--- config.mk ---
export PLATFORM = sky130hd
export DESIGN_NAME = fetch_unit
export DESIGN_NICKNAME = d
export VERILOG_FILES = /design/src/rtl/fetch_unit.sv
export SDC_FILE = /design/constraint.sdc
export NUM_CORES = 1
export LEC_CHECK = 0
export ABC_CLOCK_PERIOD_IN_PS = 3450
export BUFFER_PORTS_ARGS = -buffer_cell sky130_fd_sc_hd__buf_2
export CAP_MARGIN = 20
export CORE_MARGIN = 10
export CORE_UTILIZATION = 41
export DETAILED_ROUTE_END_ITERATION = 10
export HOLD_SLACK_MARGIN = 0.08
export PLACE_DENSITY = 0.72
export SYNTH_ARGS = -nofsm -noshare
export SYNTH_HDL_FRONTEND = slang
export SYNTH_SLANG_ARGS = --single-unit
--- constraint.sdc ---
create_clock -name clk -period 3.45 [get_ports clk]
set_input_delay 0.1725 -clock clk [delete_from_list [all_inputs] [get_ports clk]]
set_output_delay 0.1725 -clock clk [all_outputs]
set_load 0.02 [all_outputs]
--- src/rtl/fetch_unit.sv ---
// Instruction-fetch stage: owns the PC, runs the req/ack handshake to
// instruction memory, holds the fetched word for the decoder, resolves the
// next PC from branch/jump flags and counts retired instructions.
module fetch_unit #(
  parameter logic [31:0] RESET_PC = 32'h0000_0000
) (
  input  logic        clk,
  input  logic        rst_n,
  output logic        imem_req,
  output logic [31:0] imem_addr,
  input  logic        imem_ack,
  input  logic [31:0] imem_rdata,
  output logic [31:0] instr,
  output logic [5:0]  op,
  output logic [5:0]  funct,
  output logic        instr_valid,
  output logic [31:0] pc,
  output logic [31:0] pc_plus4,
  input  logic        ex_done,
  input  logic        beq_flag,
  input  logic        bne_flag,
  input  logic        jump,
  input  logic        zero,
  input  logic [31:0] imm_ext,
  output logic [31:0] instret
);

  typedef enum logic [1:0] {
    BOOT  = 2'd0,
    FETCH = 2'd1,
    ISSUE = 2'd2
  } state_t;

  state_t      state;
  logic [31:0] pcReg;
  logic [31:0] instrReg;
  logic [31:0] instretReg;
  logic        reqReg;
  logic        validReg;
  logic [31:0] pcPlus4;
  logic [31:0] nextPc;
  logic        branchTaken;

  // Sequential adder and decoder fields derive purely from held registers
  assign pcPlus4     = pcReg + 32'd4;
  assign branchTaken = (beq_flag & zero) | (bne_flag & ~zero);

  // Next-PC selection; jump outranks any branch
  always_comb begin
    nextPc = pcPlus4;
    if (jump) begin
      nextPc = {pcPlus4[31:28], instrReg[25:0], 2'b00};
    end else if (branchTaken) begin
      nextPc = pcPlus4 + {imm_ext[29:0], 2'b00};
    end
  end

  // Fetch/issue control, PC, held instruction and retire counter
  always_ff @(posedge clk or negedge rst_n) begin
    if (!rst_n) begin
      state      <= BOOT;
      pcReg      <= RESET_PC;
      instrReg   <= 32'd0;
      instretReg <= 32'd0;
      reqReg     <= 1'b0;
      validReg   <= 1'b0;
    end else begin
      case (state)
        BOOT: begin
          state  <= FETCH;
          reqReg <= 1'b1;
        end
        FETCH: begin
          if (imem_ack) begin
            instrReg <= imem_rdata;
            validReg <= 1'b1;
            reqReg   <= 1'b0;
            state    <= ISSUE;
          end
        end
        ISSUE: begin
          if (ex_done) begin
            pcReg      <= nextPc;
            validReg   <= 1'b0;
            instretReg <= instretReg + 32'd1;
            reqReg     <= 1'b1;
            state      <= FETCH;
          end
        end
        default: begin
          state    <= BOOT;
          reqReg   <= 1'b0;
          validReg <= 1'b0;
        end
      endcase
    end
  end

  assign imem_req    = reqReg;
  assign imem_addr   = pcReg;
  assign instr       = instrReg;
  assign op          = instrReg[31:26];
  assign funct       = instrReg[5:0];
  assign instr_valid = validReg;
  assign pc          = pcReg;
  assign pc_plus4    = pcPlus4;
  assign instret     = instretReg;

endmodule

## Word level (Yosys, flattened, before mapping)

Index checks and enable logic that the tools add are counted.

| word-level totals | value |
|---|---|
| register bits after elaboration | 100 |
| word-level logic and storage cells | 34 |

| cells by class | value |
|---|---|
| bitwise logic cells | 5 |
| $add $sub $neg | 3 |
| reductions and logical operators | 5 |
| multiplexer cells | 11 |
| equality and inequality tests | 4 |

Operator list:

| operator | number |
|---|---|
| 2-to-1 mux 32 bit | 2 |
| adder 32 x 1 -> 32 bit, second input constant | 1 |
| adder 32 x 3 -> 32 bit, second input constant | 1 |
| adder 32 bit | 1 |
| one-hot mux 1 bit (3 select lines) | 2 |
| one-hot mux 2 bit (3 select lines) | 1 |
| AND reduction 2 bit | 3 |
| 2-to-1 mux 1 bit | 4 |
| 2-to-1 mux 2 bit | 2 |
| != test 2 bit, second input constant | 2 |
| AND reduction 3 bit | 1 |
| bitwise AND 1 bit | 2 |
| equality test 2 x 1 -> 1 bit, second input constant | 1 |
| equality test 2 bit, second input constant | 1 |
| zero test 2 bit | 1 |
| inverter 1 bit | 2 |
| OR 1 bit | 1 |

## Longest topological paths before layout

Gate-level depths: netlist of run 1.

| logic depth | value |
|---|---|
| depth after elaboration | 5 |
| gate-level depth with buffers | 16 |

## Least setup slack after synthesis of run 1

OpenSTA, ideal clock, no wires.

| path | value |
|---|---|
| path type | reg2reg |
| start point | register pcReg[2] (netlist: imem_addr[2]) |
| end point | register pcReg[29] (netlist: imem_addr[29]) |
| stages on the path, launching flop included | 17 |
| data required time | 3.373 ns |
| buffers on the path | 1 |
| path slack | -0.368 ns |
| arrival time | 3.741 ns |
| clock period less this slack | 3.818 ns |
| cell sequence | dfrtp_1 -> ha_1 -> nand4_1 -> nor3_2 -> nand3_1 -> xnor2_1 -> ha_1 -> buf_2 -> a21o_1 -> a21o_1 -> a21oi_1 -> nand2_1 -> o21a_1 -> a221oi_1 -> xnor2_1 -> o21ai_1 -> a21oi_1 |

| on the way | value |
|---|---|
| longest elaborated chain between the ends | 4 |

RTL lines:

| element | RTL line | text |
|---|---|---|
| start: declaration | 35 | `logic [31:0] pcReg;` |
| start signal: assignment | 83 | `pcReg <= nextPc;` |
| adder 32 x 3 -> 32 bit | 45 | `assign pcPlus4 = pcReg + 32'd4;` |
| net pc_plus4[18] | 18 | `output logic [31:0] pc_plus4,` |
| adder 32 bit | 54 | `nextPc = pcPlus4 + {imm_ext[29:0], 2'b00};` |
| 2-to-1 mux 32 bit | 53 | `end else if (branchTaken) begin` |
| 2-to-1 mux 32 bit | 51 | `if (jump) begin` |

The timed path passes the listed nets, and every way through them passes these cells.
A chain may end at the register's enable or synchronous reset.

## Final worst setup path of run 1

| path | value |
|---|---|
| start point | register pcReg[3] (netlist: imem_addr[3]) |
| end point | register pcReg[30] (netlist: imem_addr[30]) |

| on the way | value |
|---|---|
| longest elaborated chain between the ends | 4 |

RTL lines:

| element | RTL line |
|---|---|
| adder 32 x 3 -> 32 bit (*) | 45 |
| adder 32 bit | 54 |
| 2-to-1 mux 32 bit | 53 |
| 2-to-1 mux 32 bit (*) | 51 |

Every way passes the cells marked *; elsewhere a longest branch is shown, timed or not.

==> impl_metrics.sql, run 1 <==
INSERT INTO impl_metrics (metric_group, metric, value, unit) VALUES
('timing', 'post-route-period-util', '1.016', ''),
('clock_tree', 'tritoncts_clock_tree', 'yes', ''),
('timing', 'layout_min_cycle_time', '3.506', 'ns'),
('route', 'avgViaCountPerCell', '5.267', ''),
('pwr', 'power.static_leakage', '4.794', 'nW'),
('clock_tree', 'ctsLongestPathBuffers', '2', ''),
('route', 'route.top_layer_used', 'met4', ''),
('timing', 'relSlewSlack', '0.3491', ''),
('timing', 'finalSetupViolCount', '3', ''),
('timing', 'skew', '0.01237', 'ns'),
('logic_synthesis', 'fraction_of_registers_with_async_set_reset', '1.000', ''),
('clock_tree', 'clkSinkCount', '97', ''),
('pwr', 'peakVddDrop', '592.4', 'µV'),
('timing', 'timing.final.max_slew_violations', '0', ''),
('outcome', 'run_status', 'finished with violations', ''),
('setup_path', 'cp_data_required_time', '3.73', 'ns'),
('logic_synthesis', 'syn_inst', '757', ''),
('logic_synthesis', 'register_bit_count_reported_by_yosys', '97', ''),
('clock_tree', 'ctsHtreeMaxLevel', '3', ''),
('route', 'met1Wirelength', '10110', 'µm'),
('floorplanning', 'design.core.area', '16580', 'µm²'),
('timing', 'layout_setup_ws', '-0.05627', 'ns'),
('placement', 'dp.final_hpwl', '17910', 'µm'),
('setup_path', 'reg2reg_from', 'imem_addr[3]', ''),
('logic_synthesis', 'post_synth_design_cell_area', '6920', 'µm²'),
('finish', 'layout.cells.non_filler', '1281', ''),
('finish', 'design_area', '9807', 'µm²'),
('route', 'dr_wl_met3', '1350', 'µm'),
('job', 'cap_viol_max_count', '0', ''),
('logic_synthesis', 'ys.flop_type', 'sky130_fd_sc_hd__dfrtp_1', ''),
('logic_synthesis', 'synthDistinctLibCells', '67', ''),
('route', 'wl_met2', '11960', 'µm'),
('floorplanning', 'chipHeight', '149.9', 'µm'),
('logic_synthesis', 'synthDominantAreaCellType', 'sky130_fd_sc_hd__dfrtp_1', ''),
('clock_tree', 'clk_latency', '0.34', 'ns'),
('placement', 'dp.cells', '1223', ''),
('setup_path', 'timing.reg2reg.worst_path_depth', '15', ''),
('clock_tree', 'tritoncts_buffer_count', '9', ''),
('global_route', 'global_route_congestion_overflow_total', '0', ''),
('route', 'detail_route.iter0.violations', '279', ''),
('setup_path', 'crit_arrival', '3.79', 'ns'),
('outcome', 'failed_checks', 'negative setup slack', ''),
('global_route', 'grt_first_pass_wirelength', '35680', 'µm'),
('min_path', 'worstHoldPathCells', '2', ''),
('timing', 'setup_tns', '-0.1038', 'ns'),
('setup_path', 'worst_case_register_to_register_setup_slack', '-0.06', 'ns'),
('setup_path', 'path_max_fanout', '4', ''),
('placement', 'place.gp.congestion', '0.9106', ''),
('timing', 'timing_worst_slew_pin_value', '0.9753', 'ns'),
('route', 'num_vias', '6747', ''),
('floorplanning', 'i_o_pin_total', '246', ''),
('finish', 'final_core_util', '0.5914', ''),
('route', 'detail-route-antenna-nets', '0', ''),
('route', 'drt_drc_violations_left', '0', ''),
('setup_path', 'regToRegEndpoint', 'imem_addr[30]', ''),
('logic_synthesis', 'synth_warnings', '0', ''),
('min_path', 'holdPathEnd', 'instr[1]', ''),
('pwr', 'power.total', '9.001', 'mW'),
('floorplanning', 'initial_core_util', '0.4173', ''),
('route', 'wl', '23850', 'µm'),
('logic_synthesis', 'synthesis.area_per_instance', '9.142', 'µm²'),
('timing', 'fmax', '285.2', 'MHz'),
('setup_path', 'timing.setup.critical_path_class', 'flip-flop to flip-flop', ''),
('logic_synthesis', 'synth-seq-area-share', '0.3508', ''),
('floorplanning', 'die_width', '149.9', 'µm'),
('timing', 'rsz_0062_raised_after_global_routing', 'yes', ''),
('finish', 'layout_overhead_on_the_synthesized_area', '41.71', '%'),
('placement', 'dpl_cell_area', '8758', 'µm²'),
('logic_synthesis', 'yosysMostFrequentCell', 'sky130_fd_sc_hd__dfrtp_1', ''),
('finish', 'fin_nets', '1166', ''),
('finish', 'insertedDiodeCount', '0', '');
[flip-flops by register name, indices dropped and copies added, names as in the netlist]
name / flops
instr: 32
instr_valid: 1
imem_addr: 30
instret: 32
state: 2
[where the power goes]
part	internal, mW	switching [mW]
sequential	1.53	0.438
clock	0.500	0.461
combinational	2.53	3.54
total	4.56	4.44
[critical path, stage by stage (launching register included)]
cell and delay [ns]:
sky130_fd_sc_hd__dfrtp_2 0.41, sky130_fd_sc_hd__nand3_2 0.13, sky130_fd_sc_hd__or2_4 0.27, sky130_fd_sc_hd__nor2_4 0.14, sky130_fd_sc_hd__and3_4 0.23, sky130_fd_sc_hd__xor2_4 0.18
sky130_fd_sc_hd__ha_4 0.23, sky130_fd_sc_hd__a21oi_1 0.19, sky130_fd_sc_hd__o22ai_2 0.13, sky130_fd_sc_hd__a31oi_4 0.27, sky130_fd_sc_hd__a21oi_2 0.13, sky130_fd_sc_hd__o41ai_4 0.44
sky130_fd_sc_hd__o21ai_2 0.11, sky130_fd_sc_hd__a221o_1 0.34, sky130_fd_sc_hd__a21oi_1 0.12, sky130_fd_sc_hd__nand3b_1 0.11
[cell usage in the layout, fill, tap and decap left out, drive strengths merged, types with 6 or more instances in the layout]
master	instances
nor2	65
ha	37
xor2	28
clkbuf	10
mux2	33
dlygate4sd3	32
a21o	19
and2	6
conb	6
a31oi	6
and3	10
inv	16
o21ai	52
dfrtp	97
a211oi	18
nand3	26
nand2	86
buf	321
nand4	14
a21oi	39
o21a	8
xnor2	52
nor3	9
o211ai	6
[layout make-up]
cell class,instances,area [µm²]
well taps,220,275.3
flip-flops and latches,97,2436
clock inverters,6,52.55
repair buffers,353,2167
inverters,14,52.55
fillers,1439,6777
clock buffers,10,229.0
multi-input cells,581,4594
[kinds of logic after synthesis]
logic type / synth area share
adders and majority gates: 0.06979
muxes: 0.05804
DFF: 0.3508
and+or+nand+nor: 0.1716
AOI/OAI and AO/OA: 0.1763
other: 0.0005419
buffers and inverters: 0.07178
xor gates and xnor gates: 0.1012
[worst max-delay path by stage]
stage	start	to	slack, ns	cells after the start
floorplan	imem_addr[2]	imem_addr[29]	-0.003	16
global placement	imem_addr[2]	imem_addr[28]	0.03	15
detailed placement	imem_addr[2]	imem_addr[29]	-0.04	14
CTS	imem_addr[2]	imem_addr[29]	-0.01	16
global route	imem_addr[3]	imem_addr[30]	-0.22	15
finish	imem_addr[3]	imem_addr[30]	-0.06	15
[through the flow]
step | hold WS, ns | setup slack, ns
after detailed placement | 0.2870 | -0.03659
after CTS | 0.08155 | -0.01395
after global placement | 0.2787 | 0.02680
final | 0.09319 | -0.05627
after global routing | 0.08375 | -0.2240
after floorplan | -0.1231 | -0.002714
[routing by layer]
metal / vias to the layer above / track usage
li1: 3238 / -
met1: 3271 / 0.2475
met2: 213 / 0.3388
met3: 25 / 0.03321
met4: 0 / 0.06074
met5: - / 0
[repair_timing]
action,CTS,global route
hold buffers,32,0
setup buffers,1,9
gates resized for setup,4,57
endpoints found under the setup margin,5,16
pin swaps,4,38
endpoints found under the hold margin,84,0
cloned,0,0
Power figures use the tool's default switching activity.
==> inputs of run 2 (changes only) <==
GPL_TIMING_DRIVEN = 0   (was default)
==> run 2 against run 1 <==
  * Register-to-register slack better by 0.05 ns
  * The run still ends with negative setup slack left
  * Critical endpoint is now imem_addr[28]
  * Largest power group unchanged
  * Sequential power is 7% higher
  * Maximum frequency is 1.4% higher
==> impl_metrics.sql, run 2 (synthesized netlist as in run 1, its figures left out) <==
INSERT INTO impl_metrics (metric_group, metric, value, unit) VALUES
('route', 'drt_drc_violations_left', '0', ''),
('finish', 'mostFrequentLayoutCells', 'sky130_fd_sc_hd__buf_2, sky130_fd_sc_hd__buf_4, sky130_fd_sc_hd__dfrtp_1', ''),
('timing', 'relSlewSlack', '0.2399', ''),
('finish', 'layout.cells.non_filler', '1317', ''),
('floorplanning', 'chipHeight', '149.9', 'µm'),
('global_route', 'globalRouteMet2Util', '0.3612', ''),
('route', 'detailedRoute.firstPassIterationCount', '5', ''),
('clock_tree', 'clkSinkCount', '97', ''),
('clock_tree', 'clockRootBuffer', 'sky130_fd_sc_hd__clkbuf_16', ''),
('timing', 'timing_worst_slew_pin_value', '1.108', 'ns'),
('setup_path', 'crit_arrival', '3.67', 'ns'),
('global_route', 'layer_with_the_highest_usage_after_global_routing', 'met2', ''),
('global_route', 'vias_in_the_first_global_route', '7008', ''),
('pwr', 'power_density_over_the_cells', '924.3', 'nW/µm²'),
('timing', 'post-route-period-util', '1.002', ''),
('placement', 'dp.final_hpwl', '18520', 'µm'),
('finish', 'design_area', '10150', 'µm²'),
('placement', 'dp.cells', '1219', ''),
('timing', 'timing.final.max_slew_violations', '0', ''),
('timing', 'skew', '0.01154', 'ns'),
('placement', 'dpl_cell_area', '8662', 'µm²'),
('global_route', 'antenna_found_initial', '0', ''),
('job', 'cap_viol_max_count', '0', ''),
('timing', 'fmax', '289.3', 'MHz'),
('route', 'wl', '25430', 'µm'),
('route', 'avgViaCountPerCell', '5.342', ''),
('global_route', 'gr-usage-all-layers', '0.2120', ''),
('global_route', 'grt.met1_usage', '0.2576', ''),
('pwr', 'peakVddDrop', '729.1', 'µV'),
('global_route', 'grt_first_pass_wirelength', '38110', 'µm'),
('setup_path', 'timing.setup.critical_path_class', 'flip-flop to flip-flop', ''),
('clock_tree', 'tritoncts_buffer_count', '9', ''),
('clock_tree', 'clk_latency', '0.36', 'ns'),
('finish', 'insertedDiodeCount', '0', ''),
('floorplanning', 'initial_core_util', '0.4173', ''),
('finish', 'final_core_util', '0.6120', ''),
('min_path', 'worst_hold_path_type', 'input pin to flip-flop', ''),
('timing', 'finalSetupViolCount', '1', ''),
('global_route', 'grt_start_max_net_pins', '58', ''),
('setup_path', 'path_max_fanout', '7', ''),
('route', 'drt-wirelength-per-cell', '19.31', 'µm'),
('placement', 'place.port_buffers', '236', ''),
('finish', 'fin_nets', '1202', ''),
('outcome', 'failed_checks', 'negative setup slack', ''),
('finish', 'layout_overhead_on_the_synthesized_area', '46.65', '%'),
('timing', 'layout_setup_ws', '-0.007220', 'ns'),
('setup_path', 'endpoint_kind', 'flip-flop', ''),
('floorplanning', 'placement_rows', '47', ''),
('route', 'detail-route-antenna-nets', '0', ''),
('timing', 'layout_min_cycle_time', '3.457', 'ns'),
('floorplanning', 'die_width', '149.9', 'µm'),
('timing', 'rsz_0062_raised_after_global_routing', 'yes', ''),
('clock_tree', 'worst_setup_hold_path_clk_slew', '0.08', 'ns'),
('timing', 'final_hold_vios', '0', ''),
('placement', 'place.gp.congestion', '0.8797', ''),
('clock_tree', 'ctsLongestPathBuffers', '2', ''),
('finish', 'layout-drive-gt1-share', '0.4649', ''),
('global_route', 'global_route_congestion_overflow_total', '0', ''),
('clock_tree', 'ctsHtreeMaxLevel', '3', ''),
('setup_path', 'worst_setup_path_start_kind', 'flip-flop', ''),
('pwr', 'power.static_leakage', '4.930', 'nW'),
('floorplanning', 'die-area', '22480', 'µm²'),
('timing', 'setup_tns', '-0.007220', 'ns'),
('route', 'detail_route.iter0.violations', '634', ''),
('floorplanning', 'design.core.area', '16580', 'µm²'),
('global_route', 'globalRouteMet3Util', '0.04861', ''),
('timing', 'whs', '0.1411', 'ns'),
('floorplanning', 'i_o_pin_total', '246', ''),
('finish', 'most_common_cell_after_layout_fill_and_taps_aside', 'sky130_fd_sc_hd__buf_2', ''),
('outcome', 'run_status', 'finished with violations', ''),
('route', 'num_vias', '7036', ''),
('setup_path', 'cp_data_required_time', '3.67', 'ns'),
('clock_tree', 'tritoncts_clock_tree', 'yes', '');
-- run 2: cell types whose count changed in the layout (fill, tap and decap cells not counted), sizes merged --
cell         delta
buf            +17
clkbuf         +16
clkinvlp        -2
dlygate4sd3     +2
inv             +2
clkinv          +1
-- run 2: cell type report --
type | count | area (µm²)
buffer | 67 | 439.2
clock buffer | 9 | 225.2
clock inverter | 7 | 60.06
fill | 1400 | 6435
inverter | 14 | 52.55
multi-input combinational | 581 | 4701
sequential | 97 | 2445
tap | 220 | 275.3
timing repair buffer | 322 | 1951
-- run 2: critical path, stage by stage (launching register included) --
cell	delay, ns
sky130_fd_sc_hd__dfrtp_2	0.43
sky130_fd_sc_hd__ha_4	0.16
sky130_fd_sc_hd__nand4_1	0.11
sky130_fd_sc_hd__buf_6	0.16
sky130_fd_sc_hd__nor3_4	0.16
sky130_fd_sc_hd__buf_12	0.17
sky130_fd_sc_hd__nand3_1	0.11
sky130_fd_sc_hd__xnor2_2	0.31
sky130_fd_sc_hd__ha_4	0.26
sky130_fd_sc_hd__buf_4	0.14
sky130_fd_sc_hd__inv_1	0.11
sky130_fd_sc_hd__o21bai_1	0.10
sky130_fd_sc_hd__a21oi_1	0.19
sky130_fd_sc_hd__nor2b_1	0.07
sky130_fd_sc_hd__o21ai_0	0.16
sky130_fd_sc_hd__a21oi_1	0.10
sky130_fd_sc_hd__nor3_2	0.21
sky130_fd_sc_hd__xor2_1	0.28
sky130_fd_sc_hd__o31ai_2	0.09
-- run 2: final timing paths --
| check | slack, ns | depth (start not counted) | startpoint | end |
|---|---|---|---|---|
| max in group asynchronous | 2.28 | 3 | rst_n | imem_addr[3] |
| setup reg to reg | -0.007 | 18 | imem_addr[3] | imem_addr[28] |
| hold reg to reg | 0.49 | 1 | instret[22] | instret[22] |
| setup / recovery | -0.007 | 18 | imem_addr[3] | imem_addr[28] |
| hold / removal | 0.14 | 4 | ex_done | state[1] |
| min in group asynchronous | 0.46 | 2 | rst_n | instret[27] |
-- run 2: metrics by stage --
step / total power [mW] / setup slack, ns
finish: 9.380 / -0.007220
global route: 9.928 / -0.1584
CTS: 8.787 / 0.004094
detailed placement: 7.441 / -0.3120
global placement: 7.380 / -0.2654
floorplan: 5.776 / -0.002714
-- run 2: timing repair --
action                                 in CTS  in global routing
setup endpoints to repair                  13                 15
endpoints found under the hold margin      89                  0
hold buffers                               34                  0
gates resized for setup                    30                 62
pin swaps                                  25                 38
buffers inserted                           22                 29
-- run 2: routing by layer --
layer,part of all wire,routed length (µm)
met3,0.077,1965
met1,0.40,10230
met2,0.50,12710
met5,0,0
met4,0.021,524
-- run 2: report_power, final --
| group | internal, mW | switching, mW | leakage, nW |
|---|---|---|---|
| clock | 0.504 | 0.490 | 0.143 |
| combinational | 2.73 | 3.55 | 3.58 |
| sequential | 1.54 | 0.567 | 1.20 |
| total | 4.77 | 4.61 | 4.93 |
==> inputs of run 3 (changes only) <==
ABC_AREA = 1   (was default)
BUFFER_PORTS_ARGS = -buffer_cell sky130_fd_sc_hd__buf_4   (was -buffer_cell sky130_fd_sc_hd__buf_2)
MAX_ROUTING_LAYER = met4   (was default)
PLACE_DENSITY = 0.71   (was 0.72)
==> run 3 against run 2 <==
  * Via count up 20%
  * Synthesized cell count rose by 52%
  * Sequential share of layout area fell by 1.8 points
  * The flow now finishes without violations
  * Largest cell class unchanged
  * Power rose by 3.2%
  * Global-route usage grew 1.9 points
  * Clock power decreased by 3.2%
  * Combinational power is 4.5% higher
==> impl_metrics.sql, run 3 <==
INSERT INTO impl_metrics (metric_group, metric, value, unit) VALUES
('logic_synthesis', 'syn_inst', '1149', ''),
('timing', 'setup_tns', '0', 'ns'),
('setup_path', 'crit_buf_inv', '3', ''),
('logic_synthesis', 'ys.flop_type', 'sky130_fd_sc_hd__dfrtp_1', ''),
('setup_path', 'path_max_fanout', '7', ''),
('clock_tree', 'clockRootBuffer', 'sky130_fd_sc_hd__clkbuf_16', ''),
('setup_path', 'critPathLaunch', 'imem_addr[2]', ''),
('setup_path', 'cp_data_required_time', '3.68', 'ns'),
('placement', 'dp.cells', '1656', ''),
('clock_tree', 'tritoncts_buffer_count', '9', ''),
('clock_tree', 'tritoncts_clock_tree', 'yes', ''),
('timing', 'finalSetupViolCount', '0', ''),
('finish', 'fin_nets', '1552', ''),
('route', 'detailedRoute.firstPassIterationCount', '5', ''),
('route', 'detail_route.iter0.violations', '575', ''),
('global_route', 'grt.met1_usage', '0.2950', ''),
('clock_tree', 'clk_latency', '0.35', 'ns'),
('placement', 'dp.final_hpwl', '24430', 'µm'),
('clock_tree', 'clkSinkCount', '97', ''),
('logic_synthesis', 'synth_warnings', '0', ''),
('logic_synthesis', 'synth-seq-area-share', '0.3026', ''),
('finish', 'insertedDiodeCount', '0', ''),
('timing', 'timing_worst_slew_pin_value', '0.7068', 'ns'),
('logic_synthesis', 'yosys-top-cells-area', 'sky130_fd_sc_hd__dfrtp_1, sky130_fd_sc_hd__nand2_1, sky130_fd_sc_hd__inv_1', ''),
('setup_path', 'cp_slowest_cell', 'sky130_fd_sc_hd__dfrtp_2', ''),
('placement', 'place.port_buffers', '236', ''),
('logic_synthesis', 'post_synth_most_frequent_cells', 'sky130_fd_sc_hd__nand2_1, sky130_fd_sc_hd__inv_1, sky130_fd_sc_hd__dfrtp_1, sky130_fd_sc_hd__nor2_1, sky130_fd_sc_hd__nand3_1', ''),
('min_path', 'holdPathEnd', 'instr[17]', ''),
('global_route', 'grt_start_max_net_pins', '64', ''),
('clock_tree', 'ctsHtreeMaxLevel', '3', ''),
('global_route', 'global_route_congestion_overflow_total', '0', ''),
('setup_path', 'critPathMaxStageDelay', '0.50', 'ns'),
('timing', 'timing.final.max_slew_violations', '0', ''),
('route', 'wl', '29530', 'µm'),
('floorplanning', 'die_width', '159.9', 'µm'),
('setup_path', 'timing.reg2reg.worst_path_depth', '19', ''),
('pwr', 'power.share.clock', '0.099', ''),
('finish', 'layout.cells.non_filler', '1712', ''),
('min_path', 'worstHoldPathCells', '3', ''),
('floorplanning', 'chipHeight', '159.9', 'µm'),
('timing', 'layout_min_cycle_time', '3.226', 'ns'),
('global_route', 'layer_with_the_highest_usage_after_global_routing', 'met2', ''),
('floorplanning', 'design.core.area', '19330', 'µm²'),
('route', 'drt-wirelength-per-cell', '17.25', 'µm'),
('setup_path', 'regToRegEndpoint', 'imem_addr[30]', ''),
('setup_path', 'critical-path-top-cell-by-count', 'sky130_fd_sc_hd__nand2_1', ''),
('pwr', 'cell_internal_power', '4.729', 'mW'),
('min_path', 'hold_path.startpoint', 'imem_rdata[17]', ''),
('pwr', 'power.static_leakage', '5.902', 'nW'),
('timing', 'skew', '0.008940', 'ns'),
('floorplanning', 'placement_rows', '51', ''),
('outcome', 'run_status', 'finished, final reports clean', ''),
('setup_path', 'timing.setup.critical_path_class', 'flip-flop to flip-flop', ''),
('route', 'avgViaCountPerCell', '4.913', ''),
('pwr', 'gate_power_share', '0.678', ''),
('clock_tree', 'ctsLongestPathBuffers', '2', ''),
('timing', 'rsz_0062_raised_after_global_routing', 'no', ''),
('finish', 'mostFrequentLayoutCells', 'sky130_fd_sc_hd__nand2_1, sky130_fd_sc_hd__buf_4, sky130_fd_sc_hd__inv_1', ''),
('clock_tree', 'worst_setup_hold_path_clk_slew', '0.07', 'ns'),
('finish', 'most_common_cell_after_layout_fill_and_taps_aside', 'sky130_fd_sc_hd__nand2_1', ''),
('global_route', 'grt_first_pass_wirelength', '46360', 'µm'),
('finish', 'layout-drive-gt1-share', '0.2806', ''),
('setup_path', 'worst_case_register_to_register_setup_slack', '0.22', 'ns'),
('logic_synthesis', 'fraction_of_registers_with_async_set_reset', '1.000', ''),
('pwr', 'swShare', '0.5113', ''),
('floorplanning', 'initial_core_util', '0.4149', ''),
('logic_synthesis', 'synthesis.area_per_instance', '6.982', 'µm²'),
('logic_synthesis', 'synth_edf_count', '0', ''),
('min_path', 'worst_hold_path_type', 'input pin to flip-flop', ''),
('setup_path', 'reg2reg_from', 'imem_addr[2]', ''),
('timing', 'whs', '0.1106', 'ns'),
('pwr', 'peakVddDrop', '506.0', 'µV'),
('timing', 'fmax', '310.0', 'MHz'),
('timing', 'final_hold_vios', '0', ''),
('logic_synthesis', 'synthDistinctLibCells', '48', ''),
('finish', 'layout_overhead_on_the_synthesized_area', '36.45', '%'),
('pwr', 'seqPwrFrac', '0.223', ''),
('pwr', 'power_density_over_the_cells', '884.0', 'nW/µm²'),
('global_route', 'gr-usage-all-layers', '0.2308', ''),
('global_route', 'antenna_found_initial', '0', ''),
('finish', 'final_core_util', '0.5662', ''),
('setup_path', 'worstSetupPathDepth', '19', ''),
('route', 'detail-route-antenna-nets', '0', ''),
('pwr', 'net-switching-power', '4.947', 'mW'),
('setup_path', 'worst_path_dominant_cell_family', 'simple AND/OR/NAND/NOR gates', ''),
('setup_path', 'endpoint_kind', 'flip-flop', ''),
('timing', 'relSlewSlack', '0.5288', ''),
('floorplanning', 'i_o_pin_total', '246', ''),
('global_route', 'vias_in_the_first_global_route', '8353', ''),
('timing', 'post-route-period-util', '0.9350', ''),
('logic_synthesis', 'synth.top_cell.area_share', '0.3026', ''),
('logic_synthesis', 'register_bit_count_reported_by_yosys', '97', ''),
('route', 'drt_drc_violations_left', '0', ''),
('finish', 'fill_cells', '1854', ''),
('setup_path', 'crit_arrival', '3.46', 'ns'),
('floorplanning', 'die-area', '25560', 'µm²'),
('logic_synthesis', 'post_synth_design_cell_area', '8023', 'µm²'),
('global_route', 'globalRouteMet2Util', '0.3711', ''),
('logic_synthesis', 'synthDominantAreaCellType', 'sky130_fd_sc_hd__dfrtp_1', ''),
('job', 'cap_viol_max_count', '0', ''),
('setup_path', 'worst_setup_path_start_kind', 'flip-flop', ''),
('global_route', 'globalRouteMet3Util', '0.04165', ''),
('logic_synthesis', 'yosysMostFrequentCell', 'sky130_fd_sc_hd__nand2_1', ''),
('setup_path', 'worstPathCellList', 'clkinvlp_4 -> nor2_4 -> nand2_2 -> nor2_4 -> nand2_1 -> xor2_2 -> ha_1 -> nand2_1 -> inv_1 -> nand3_1 -> inv_1 -> nand2_1 -> nand2_1 -> a21oi_1 -> nand2_1 -> nand2_1 -> nand3_1 -> nand3_1 -> nand2_1', ''),
('route', 'num_vias', '8411', ''),
('pwr', 'power.total', '9.677', 'mW'),
('placement', 'place.gp.congestion', '0.9399', '');
[run 3: cell types whose count changed after synthesis, sizes merged, moves of 19 or more]
| cell | previous run | this run |
|---|---|---|
| nor2 | 65 | 103 |
| xnor2 | 52 | 20 |
| nand2 | 86 | 351 |
| a21o | 19 | 0 |
| inv | 14 | 174 |
| nand3 | 26 | 71 |
| o21ai | 52 | 32 |
[run 3: metrics by stage]
step | instance area [µm²] | setup WS, ns
finish | 10950 | 0.2242
global route | 10950 | 0.001194
CTS | 10810 | 0.01256
detailed placement | 10170 | -0.2316
global placement | 10140 | -0.2232
floorplan | 8041 | 0.3299
[run 3: how the worst max path moves through the flow]
stage	to	slack, ns
detailed placement	imem_addr[30]	-0.23
CTS	imem_addr[30]	0.01
global placement	imem_addr[30]	-0.22
floorplan	imem_addr[15]	0.33
global route	imem_addr[30]	0.001
finish	imem_addr[30]	0.22
[run 3: kinds of logic after synthesis]
kind of cell	count (synthesis)	share of synthesized area
and+or+nand+nor	577	0.3189
buffers and inverters	239	0.1357
AOI/OAI and AO/OA	112	0.07969
DFF	97	0.3026
xor gates and xnor gates	54	0.05895
adders and majority gates	38	0.06020
muxes	31	0.04351
other	1	0.0004674
[run 3: cell type report]
cell class	count	area, µm²	share of cell area
Buffer	65	435.4	0.03978
Clock buffer	11	242.7	0.02217
Clock inverter	5	38.79	0.003543
Inverter	174	656.9	0.06001
Multi-Input combinational cell	818	4622	0.4222
Sequential cell	97	2435	0.2224
Tap cell	265	331.6	0.03029
Timing Repair Buffer	277	2185	0.1996
[run 3: worst register-to-register path, delay by kind of cell (launching register included)]
family	cells	cell delay (ns)
simple gates	13	1.47
flops	1	0.50
xor+xnor	1	0.30
fa+ha+maj	1	0.35
compound gates	1	0.18
buf+inv	3	0.33
[run 3: layer usage]
layer  vias up  routed length (µm)
met1      3909               12980
met3        32                2139
met2       306               13820
met5         -                   0
li1       4164                   -
met4         0                 592
[run 3: timing repair]
item	in CTS	in global routing
setup buffers	0	6
endpoints found under the setup margin	12	16
endpoints found under the hold margin	67	0
pin swaps	0	4
resized for setup	3	23
hold buffers	34	0
[run 3: power by group through the flow]
stage / Sequential, mW / Combinational (mW) / Clock, mW
floorplan: 2.42 / 3.55 / 0
global placement: 2.12 / 6.29 / 0
detailed placement: 2.13 / 6.36 / 0
CTS: 2.12 / 6.42 / 0.980
global route: 2.21 / 7.13 / 1.02
finish: 2.16 / 6.56 / 0.962
